[src/rtl/mem_bus_arb.sv]
// Single-owner arbiter sharing one memory command/response port between the
// ifmap-read, weight-read and omap-write requesters, with outstanding-command limiting.
module mem_bus_arb #(
  parameter int OST_MAX = 4
) (
  input  logic        clk,
  input  logic        rst_n,

  input  logic        im_req,
  input  logic [31:0] im_addr,
  input  logic [31:0] im_wdata,
  input  logic        im_vld,
  output logic        im_rdy,
  output logic        im_rsp_vld,
  input  logic        im_rsp_rdy,
  output logic [31:0] im_rsp_data,

  input  logic        wt_req,
  input  logic [31:0] wt_addr,
  input  logic [31:0] wt_wdata,
  input  logic        wt_vld,
  output logic        wt_rdy,
  output logic        wt_rsp_vld,
  input  logic        wt_rsp_rdy,
  output logic [31:0] wt_rsp_data,

  input  logic        om_req,
  input  logic [31:0] om_addr,
  input  logic [31:0] om_wdata,
  input  logic        om_vld,
  output logic        om_rdy,
  output logic        om_rsp_vld,
  input  logic        om_rsp_rdy,
  output logic [31:0] om_rsp_data,

  output logic        mem_cmd_vld,
  input  logic        mem_cmd_rdy,
  output logic [31:0] mem_cmd_addr,
  output logic [31:0] mem_cmd_wdata,
  output logic        mem_cmd_wen,

  input  logic        mem_rsp_vld,
  output logic        mem_rsp_rdy,
  input  logic [31:0] mem_rsp_data,

  output logic [1:0]  owner,
  output logic        err
);

  typedef enum logic [1:0] {
    IDLE   = 2'd0,
    OWN_IM = 2'd1,
    OWN_WT = 2'd2,
    OWN_OM = 2'd3
  } state_t;

  localparam logic [2:0] OST_LIM = 3'(OST_MAX);

  state_t      state, state_nxt;
  logic [1:0]  last_owner, last_owner_nxt;
  logic [2:0]  ost, ost_nxt;
  logic        err_nxt;
  logic        room, sel_vld, sel_req, cmd_hs, rsp_hs;
  logic [1:0]  pick;

  // Round-robin choice: search starts with the requester after the last owner.
  function automatic logic [1:0] rr_pick(input logic [1:0] last, input logic [2:0] reqs);
    logic [1:0] res;
    res = 2'd0;
    case (last)
      2'd1:    res = reqs[1] ? 2'd2 : reqs[2] ? 2'd3 : reqs[0] ? 2'd1 : 2'd0;
      2'd2:    res = reqs[2] ? 2'd3 : reqs[0] ? 2'd1 : reqs[1] ? 2'd2 : 2'd0;
      default: res = reqs[0] ? 2'd1 : reqs[1] ? 2'd2 : reqs[2] ? 2'd3 : 2'd0;
    endcase
    return res;
  endfunction

  assign room        = (ost < OST_LIM);
  assign owner       = state;
  assign im_rsp_data = mem_rsp_data;
  assign wt_rsp_data = mem_rsp_data;
  assign om_rsp_data = mem_rsp_data;
  assign pick        = rr_pick(last_owner, {om_req, wt_req, im_req});

  // Steer the owner's command and response handshakes onto the memory port.
  always_comb begin
    im_rdy        = 1'b0;
    wt_rdy        = 1'b0;
    om_rdy        = 1'b0;
    im_rsp_vld    = 1'b0;
    wt_rsp_vld    = 1'b0;
    om_rsp_vld    = 1'b0;
    sel_vld       = 1'b0;
    sel_req       = 1'b0;
    mem_cmd_addr  = 32'd0;
    mem_cmd_wdata = 32'd0;
    mem_rsp_rdy   = 1'b1;
    case (state)
      OWN_IM: begin
        sel_vld       = im_vld;
        sel_req       = im_req;
        mem_cmd_addr  = im_addr;
        mem_cmd_wdata = im_wdata;
        im_rdy        = mem_cmd_rdy & room;
        im_rsp_vld    = mem_rsp_vld;
        mem_rsp_rdy   = im_rsp_rdy;
      end
      OWN_WT: begin
        sel_vld       = wt_vld;
        sel_req       = wt_req;
        mem_cmd_addr  = wt_addr;
        mem_cmd_wdata = wt_wdata;
        wt_rdy        = mem_cmd_rdy & room;
        wt_rsp_vld    = mem_rsp_vld;
        mem_rsp_rdy   = wt_rsp_rdy;
      end
      OWN_OM: begin
        sel_vld       = om_vld;
        sel_req       = om_req;
        mem_cmd_addr  = om_addr;
        mem_cmd_wdata = om_wdata;
        om_rdy        = mem_cmd_rdy & room;
        om_rsp_vld    = mem_rsp_vld;
        mem_rsp_rdy   = om_rsp_rdy;
      end
      default: begin
        sel_vld = 1'b0;
      end
    endcase
    mem_cmd_vld = (state != IDLE) & sel_vld & room;
    mem_cmd_wen = (state == OWN_OM);
  end

  assign cmd_hs = mem_cmd_vld & mem_cmd_rdy;
  // A response with nothing outstanding is a protocol error and never decrements ost.
  assign rsp_hs = (state != IDLE) & mem_rsp_vld & mem_rsp_rdy & (ost != 3'd0);

  // Next-state, outstanding count and sticky error logic.
  always_comb begin
    state_nxt      = state;
    last_owner_nxt = last_owner;
    ost_nxt        = ost;
    err_nxt        = err | (mem_rsp_vld & (ost == 3'd0));
    case ({cmd_hs, rsp_hs})
      2'b10:   ost_nxt = ost + 3'd1;
      2'b01:   ost_nxt = ost - 3'd1;
      default: ost_nxt = ost;
    endcase
    case (state)
      IDLE: begin
        if (pick != 2'd0) begin
          state_nxt      = state_t'(pick);
          last_owner_nxt = pick;
        end else begin
          state_nxt = IDLE;
        end
      end
      OWN_IM, OWN_WT, OWN_OM: begin
        if (!sel_req && (ost == 3'd0) && !cmd_hs) begin
          state_nxt = IDLE;
        end else begin
          state_nxt = state;
        end
      end
      default: begin
        state_nxt = IDLE;
      end
    endcase
  end

  // State, last owner, outstanding count and error registers.
  always_ff @(posedge clk) begin
    if (!rst_n) begin
      state      <= IDLE;
      last_owner <= 2'd3;
      ost        <= 3'd0;
      err        <= 1'b0;
    end else begin
      state      <= state_nxt;
      last_owner <= last_owner_nxt;
      ost        <= ost_nxt;
      err        <= err_nxt;
    end
  end

endmodule
[config.mk]
export PLATFORM = sky130hd
export DESIGN_NAME = mem_bus_arb
export DESIGN_NICKNAME = d
export VERILOG_FILES = /design/src/rtl/mem_bus_arb.sv
export SDC_FILE = /design/constraint.sdc
export NUM_CORES = 1
export LEC_CHECK = 0
export CAP_MARGIN = 0
export CORE_AREA = 3 3 157 159
export CTS_BUF_LIST = sky130_fd_sc_hd__clkbuf_2 sky130_fd_sc_hd__clkbuf_4 sky130_fd_sc_hd__clkbuf_8
export CTS_CLUSTER_SIZE = 30
export DETAILED_ROUTE_END_ITERATION = 8
export DIE_AREA = 0 0 160 162
export PLACE_DENSITY_LB_ADDON = 0.3
export SETUP_SLACK_MARGIN = 0.2
export SLEW_MARGIN = 20
export SYNTH_ARGS = -nofsm -noshare
export SYNTH_HDL_FRONTEND = slang
export SYNTH_SLANG_ARGS = --single-unit
[constraint.sdc]
create_clock -name clk -period 2.8 [get_ports clk]
set_input_delay 0.42 -clock clk [delete_from_list [all_inputs] [get_ports clk]]
set_output_delay 0.42 -clock clk [all_outputs]
set_load 0.03 [all_outputs]
* Word-level counts from Yosys, hierarchy flattened *
Cells that the tools add are included.
Widths: inputs -> output; s select.

word-level totals
  register bits = 8
  latch bits = 0
  memory bits (writable) = 0
  memory bits (read-only) = 0
  bits of input ports = 237
  output and inout port bits = 172
  word-level logic and storage cells = 61
  memories kept = 0

operators by class
  add/sub/neg operators = 2
  $mul = 0
  div/mod/pow operators = 0
  magnitude comparators = 1
  equality and inequality tests = 8
  shift-type cells = 0
  muxes and demuxes = 25
  bitwise logic cells = 9
  reductions and logical operators = 12

operator list
  cell                 count
  $pmux 32 s3          2
  $mux 2               10
  $pmux 1 s3           3
  $and 1x1->1          8
  $eq 2x2->1 const B   4
  $pmux 2 s2           2
  $mux 1               7
  $eq 2x1->1 const B   3
  $pmux 3 s2           1
  $reduce_bool 2->1    3
  $add 3x1->3 const B  1
  $logic_not 3->1      1
  $lt 3x3->1 const B   1
  $reduce_bool 3->1    1
  $reduce_or 3->1      1
  $sub 3x1->3 const B  1
  $logic_and 1x1->1    2
  $logic_not 1->1      2
  $logic_not 2->1      1
  $ne 2x2->1 const B   1
  $reduce_and 2->1     1
  $or 1x1->1           1

* Logic depth before layout (Yosys ltp) *
  depth in word-level cells = 9
  mapped depth = 11
  gate-level depth less buffers = 10

* Worst setup path after synthesis *
No wires, ideal clock.

  path kind = register to register
  start = reg state[1] (netlist: owner[1])
  end = reg ost[2]
  library setup time = 0.076 ns
  arrival = 2.828 ns
  data required time = 2.724 ns
  slack = -0.104 ns
  cell stages (with the launch flop) = 11
  buffers on the path = 1
  clock period less this slack = 2.904 ns
  path through = dfxtp_1 -> buf_6 -> mux2i_1 -> a21oi_1 -> and4bb_1 -> ha_1 -> inv_1 -> fa_1 -> xor2_1 -> or3_1 -> a21boi_0

between the ends
  elaborated cells on any way between the ends = 16
  those cells by class = 5 x eq/ne; 3 x mux; 6 x bitwise; 2 x reduce/logical

RTL lines
  what                                                    line  text
  start: declaration                                      59    state_t state, state_nxt;
  start signal: assignment                                179   state <= state_nxt;
  $eq 2x2->1 / $eq 2x1->1 (equally long branches)         98    case (state)
  $pmux 1 s3 *                                            98
  named net mem_rsp_rdy                                   43    output logic mem_rsp_rdy,
  $and 1x1->1 * (2 in series)                             136   assign rsp_hs = (state != IDLE) & mem_rsp_vld & mem_rsp_rdy & (ost != 3'd0);
  $eq 2x1->1 / $eq 2x2->1 (equally long branches)         144   case ({cmd_hs, rsp_hs})
  $pmux 3 s2 / $reduce_bool 2->1 (equally long branches)  -
  end signal: assignment                                  181   ost <= ost_nxt;
  end: declaration                                        61    logic [2:0] ost, ost_nxt;

The timed path passes the listed nets; every way through them passes the cells marked *.
A chain may end at the register's enable or synchronous reset.

* Worst setup path after layout *
  start = in om_vld
  end = reg ost[2]

between the ends
  cells in the longest elaborated chain, start to end = 6
  elaborated cells on any way between the ends = 8
  those cells by class = 2 x eq/ne; 2 x mux; 3 x bitwise; 1 x reduce/logical

RTL lines
  what                                                    line  text
  start: declaration                                      30    input logic om_vld,
  $pmux 1 s3 *                                            98
  $and 1x1->1 * (2 in series)                             130   mem_cmd_vld = (state != IDLE) & sel_vld & room;
  $and 1x1->1 *                                           134   assign cmd_hs = mem_cmd_vld & mem_cmd_rdy;
  $eq 2x1->1 / $eq 2x2->1 (equally long branches)         144
  $pmux 3 s2 / $reduce_bool 2->1 (equally long branches)  -

Every way passes the cells marked *; elsewhere a longest branch is shown, timed or not.

==> results.toml <==
[place]
place_inst = 805
placedInstanceArea_sq_um = 5020
global_placement_routability_congestion = 0.746
post-place-ws_ps = 119
numPortBuffers = 280
post-dp-hpwl_mm = 10.0

[synth]
synthFlopType = "dfxtp_1"
post_synth_instance_area_sq_um = 2750
yosysWarnings = 0
postSynthCellCount = 318
asyncSetResetFlopFracSynth_pct = 0
yosys.area.top_type_share_pct = 26.5
synth.cells.most_frequent = "97 x buf_4, 64 x a22o_1, 57 x mux2_1"
synth_most_common_cell = "buf_4"
yosysUniqueCellTypes = 37
yosysSeqAreaShare_pct = 5.83
synthesis.nets = 559
synth.top_cells.by_area = "buf_4 27%, mux2_1 23%, a22o_1 20%, dfxtp_1 5.8%, mux2_2 3.7%"
synth_top_area_cell = "buf_4"
postSynthRegisterBits = 8
synth.avg_cell_area_sq_um = 8.63
number_of_flops_mapped_to_enable_cells_by_yosys = 0

[drt]
met2_wirelength_mm = 6.22
route.antenna.remaining_nets = 0
post_drt_wl_per_cell_microns = 14.8
dr.first_iter.drc_count = 40
met1_length_mm = 4.30
drt_pass1_iterations = 4
route.final.wire_length_mm = 12.0
dr_total_vias = 2968
post_drt_via_cell_ratio = 3.67
drc_errors = 0
wl_met3_mm = 1.01
routed.top_layer = "met4"

[die]
start_util_pct = 11.7
die_y_microns = 162
floorplan.rows = 56
die-width_microns = 160
floorplan.io_pins = 409
die_area_sq_um = 25900
design.core.area_sq_um = 23400

[sta]
fin_ws_ps = 323
timing.final.crit_share_pct = 88.5
finalSetupViolCount = 0
timing_max_transition_violations_final = 0
timing.final.hold_violations = 0
fmaxAchievable_ghz = 0.404
rsz0062_at_grt = "no"
finClkSkew_ps = 4.49
relSlewSlack_pct = 47.6
timing_worst_slew_pin_value_ps = 785
final.min_clock_period_ps = 2480
fin_setup_tns_ps = 0

[clocking]
cts.repair_timing.setup_buffer_count = 0
insertion_delay_ps = 220
cts_inserted_buffers = 3
cts.reportedPaths.clkPinSlew_ps = 50
clockBufferDepth = 2
numClockSinks = 8
cts.root.buffer_cell = "clkbuf_8"
tritoncts = "yes"
cts.htree.levels = 1

[critical_path]
cp_data_arrival_time_ps = 2610
timing.setup.critical_path_class = "in2reg"
cp_max_fo = 2
cp.required_ps = 2930
crit_path_end_kind = "register"
cp-start-kind = "input pin"

[finish]
finalNonFillerCells = 809
finish.net_count = 732
layout.cell_area.non_filler_sq_um = 5070
final_core_utilization_pct = 21.7
syn2layout_area_growth_pct = 84.9
antenna-diode-count = 0
drive_gt1_share_pct = 18.6

[power_and_ir_drop]
leakage_nw = 1.99
vdd_ir_drop_max_mv = 0.486
power.density_cell_area_nw_per_um2 = 737

[outcome]
outcome = "completed"

[worst_hold_path]
hold_path.class = "reg2reg"

[global_route]
grt_antenna_before_repair = 0
grt_start_max_net_pins = 66
grt_first_pass_wirelength_mm = 17.5
overflow = 0
first_global_vias = 3300
global_route.usage.total_pct = 8.22

[run]
cap_violations = 0
[placed cells by master, fill, tap and decap left out, drive strengths merged, types with 3 or more instances in the layout]
| cell | netlist | final |
|---|---|---|
| dfxtp | 8 | 8 |
| mux2 | 66 | 66 |
| nor2b | 5 | 5 |
| buf | 111 | 73 |
| a21oi | 4 | 4 |
| nor2 | 4 | 4 |
| nand2b | 3 | 3 |
| nand2 | 4 | 4 |
| o21ai | 4 | 4 |
| clkdlybuf4s50 | 0 | 214 |
| inv | 5 | 5 |
| a21boi | 4 | 4 |
| and2 | 4 | 4 |
| a22o | 64 | 64 |
| clkbuf | 8 | 4 |
| ha | 3 | 3 |
[stage by stage]
stage / power [mW] / hold WS, ps
after detailed placement: 3.62 / 490
after CTS: 3.79 / 503
after floorplan: 2.63 / 455
after global routing: 3.96 / 516
after global placement: 3.61 / 474
final: 3.74 / 494
[metal layers]
layer,global-route usage (%),vias to the layer above
met5,0,-
li1,-,1408
met3,2.22,64
met2,15.5,157
met1,8.44,1339
met4,3.87,0
[flip-flops by register name, indices dropped and copies added, names as in the netlist]
signal,cells
err,1
owner,2
last_owner,2
ost,3
[cell type report]
cell class                 count  area [sq um]
clock buffer                   4          48.8
tap                          319           399
timing repair buffer         287          2740
sequential                     8           165
fill                        2573         18300
inverter                       5          18.8
multi-input combinational    186          1700
[report_power, final]
group	switching [mW]	internal, mW	total, mW
sequential	0.0506	0.153	0.203
clock	0.0449	0.108	0.153
combinational	1.85	1.53	3.38
[logic make-up after synthesis]
kind of cell / count (synthesis) / synth area share [%]
AO/OA/AOI/OAI: 80 / 24.1
XOR/XNOR: 2 / 0.638
adder cells (fa/ha/maj): 4 / 2.10
buffers and inverters: 124 / 32.7
flip-flops: 8 / 5.83
multiplexers: 68 / 27.8
AND/OR/NAND/NOR: 32 / 6.84
[worst paths after layout]
| path | cells after the start | to | slack [ps] | from |
|---|---|---|---|---|
| max reg2reg | 10 | ost[2] | 460 | owner[1] |
| max | 11 | ost[2] | 320 | om_vld |
| min reg2reg | 1 | last_owner[0] | 490 | last_owner[0] |
| min | 1 | last_owner[0] | 490 | last_owner[0] |
[what timing repair did]
item | in CTS | in global routing
endpoints found under the setup margin | 0 | 1
gates resized for setup | 0 | 1
hold buffers | 0 | 0
[worst max-delay path, cell delays in order]
cell and delay, ps:
clkdlybuf4s50_1 400, mux2i_1 190, nor2b_1 70, a21oi_1 160, or2_1 130, ha_1 170
inv_1 60, fa_1 370, xor2_1 150, or3_1 290, a21boi_0 200
(Power assumes the default switching activity.)
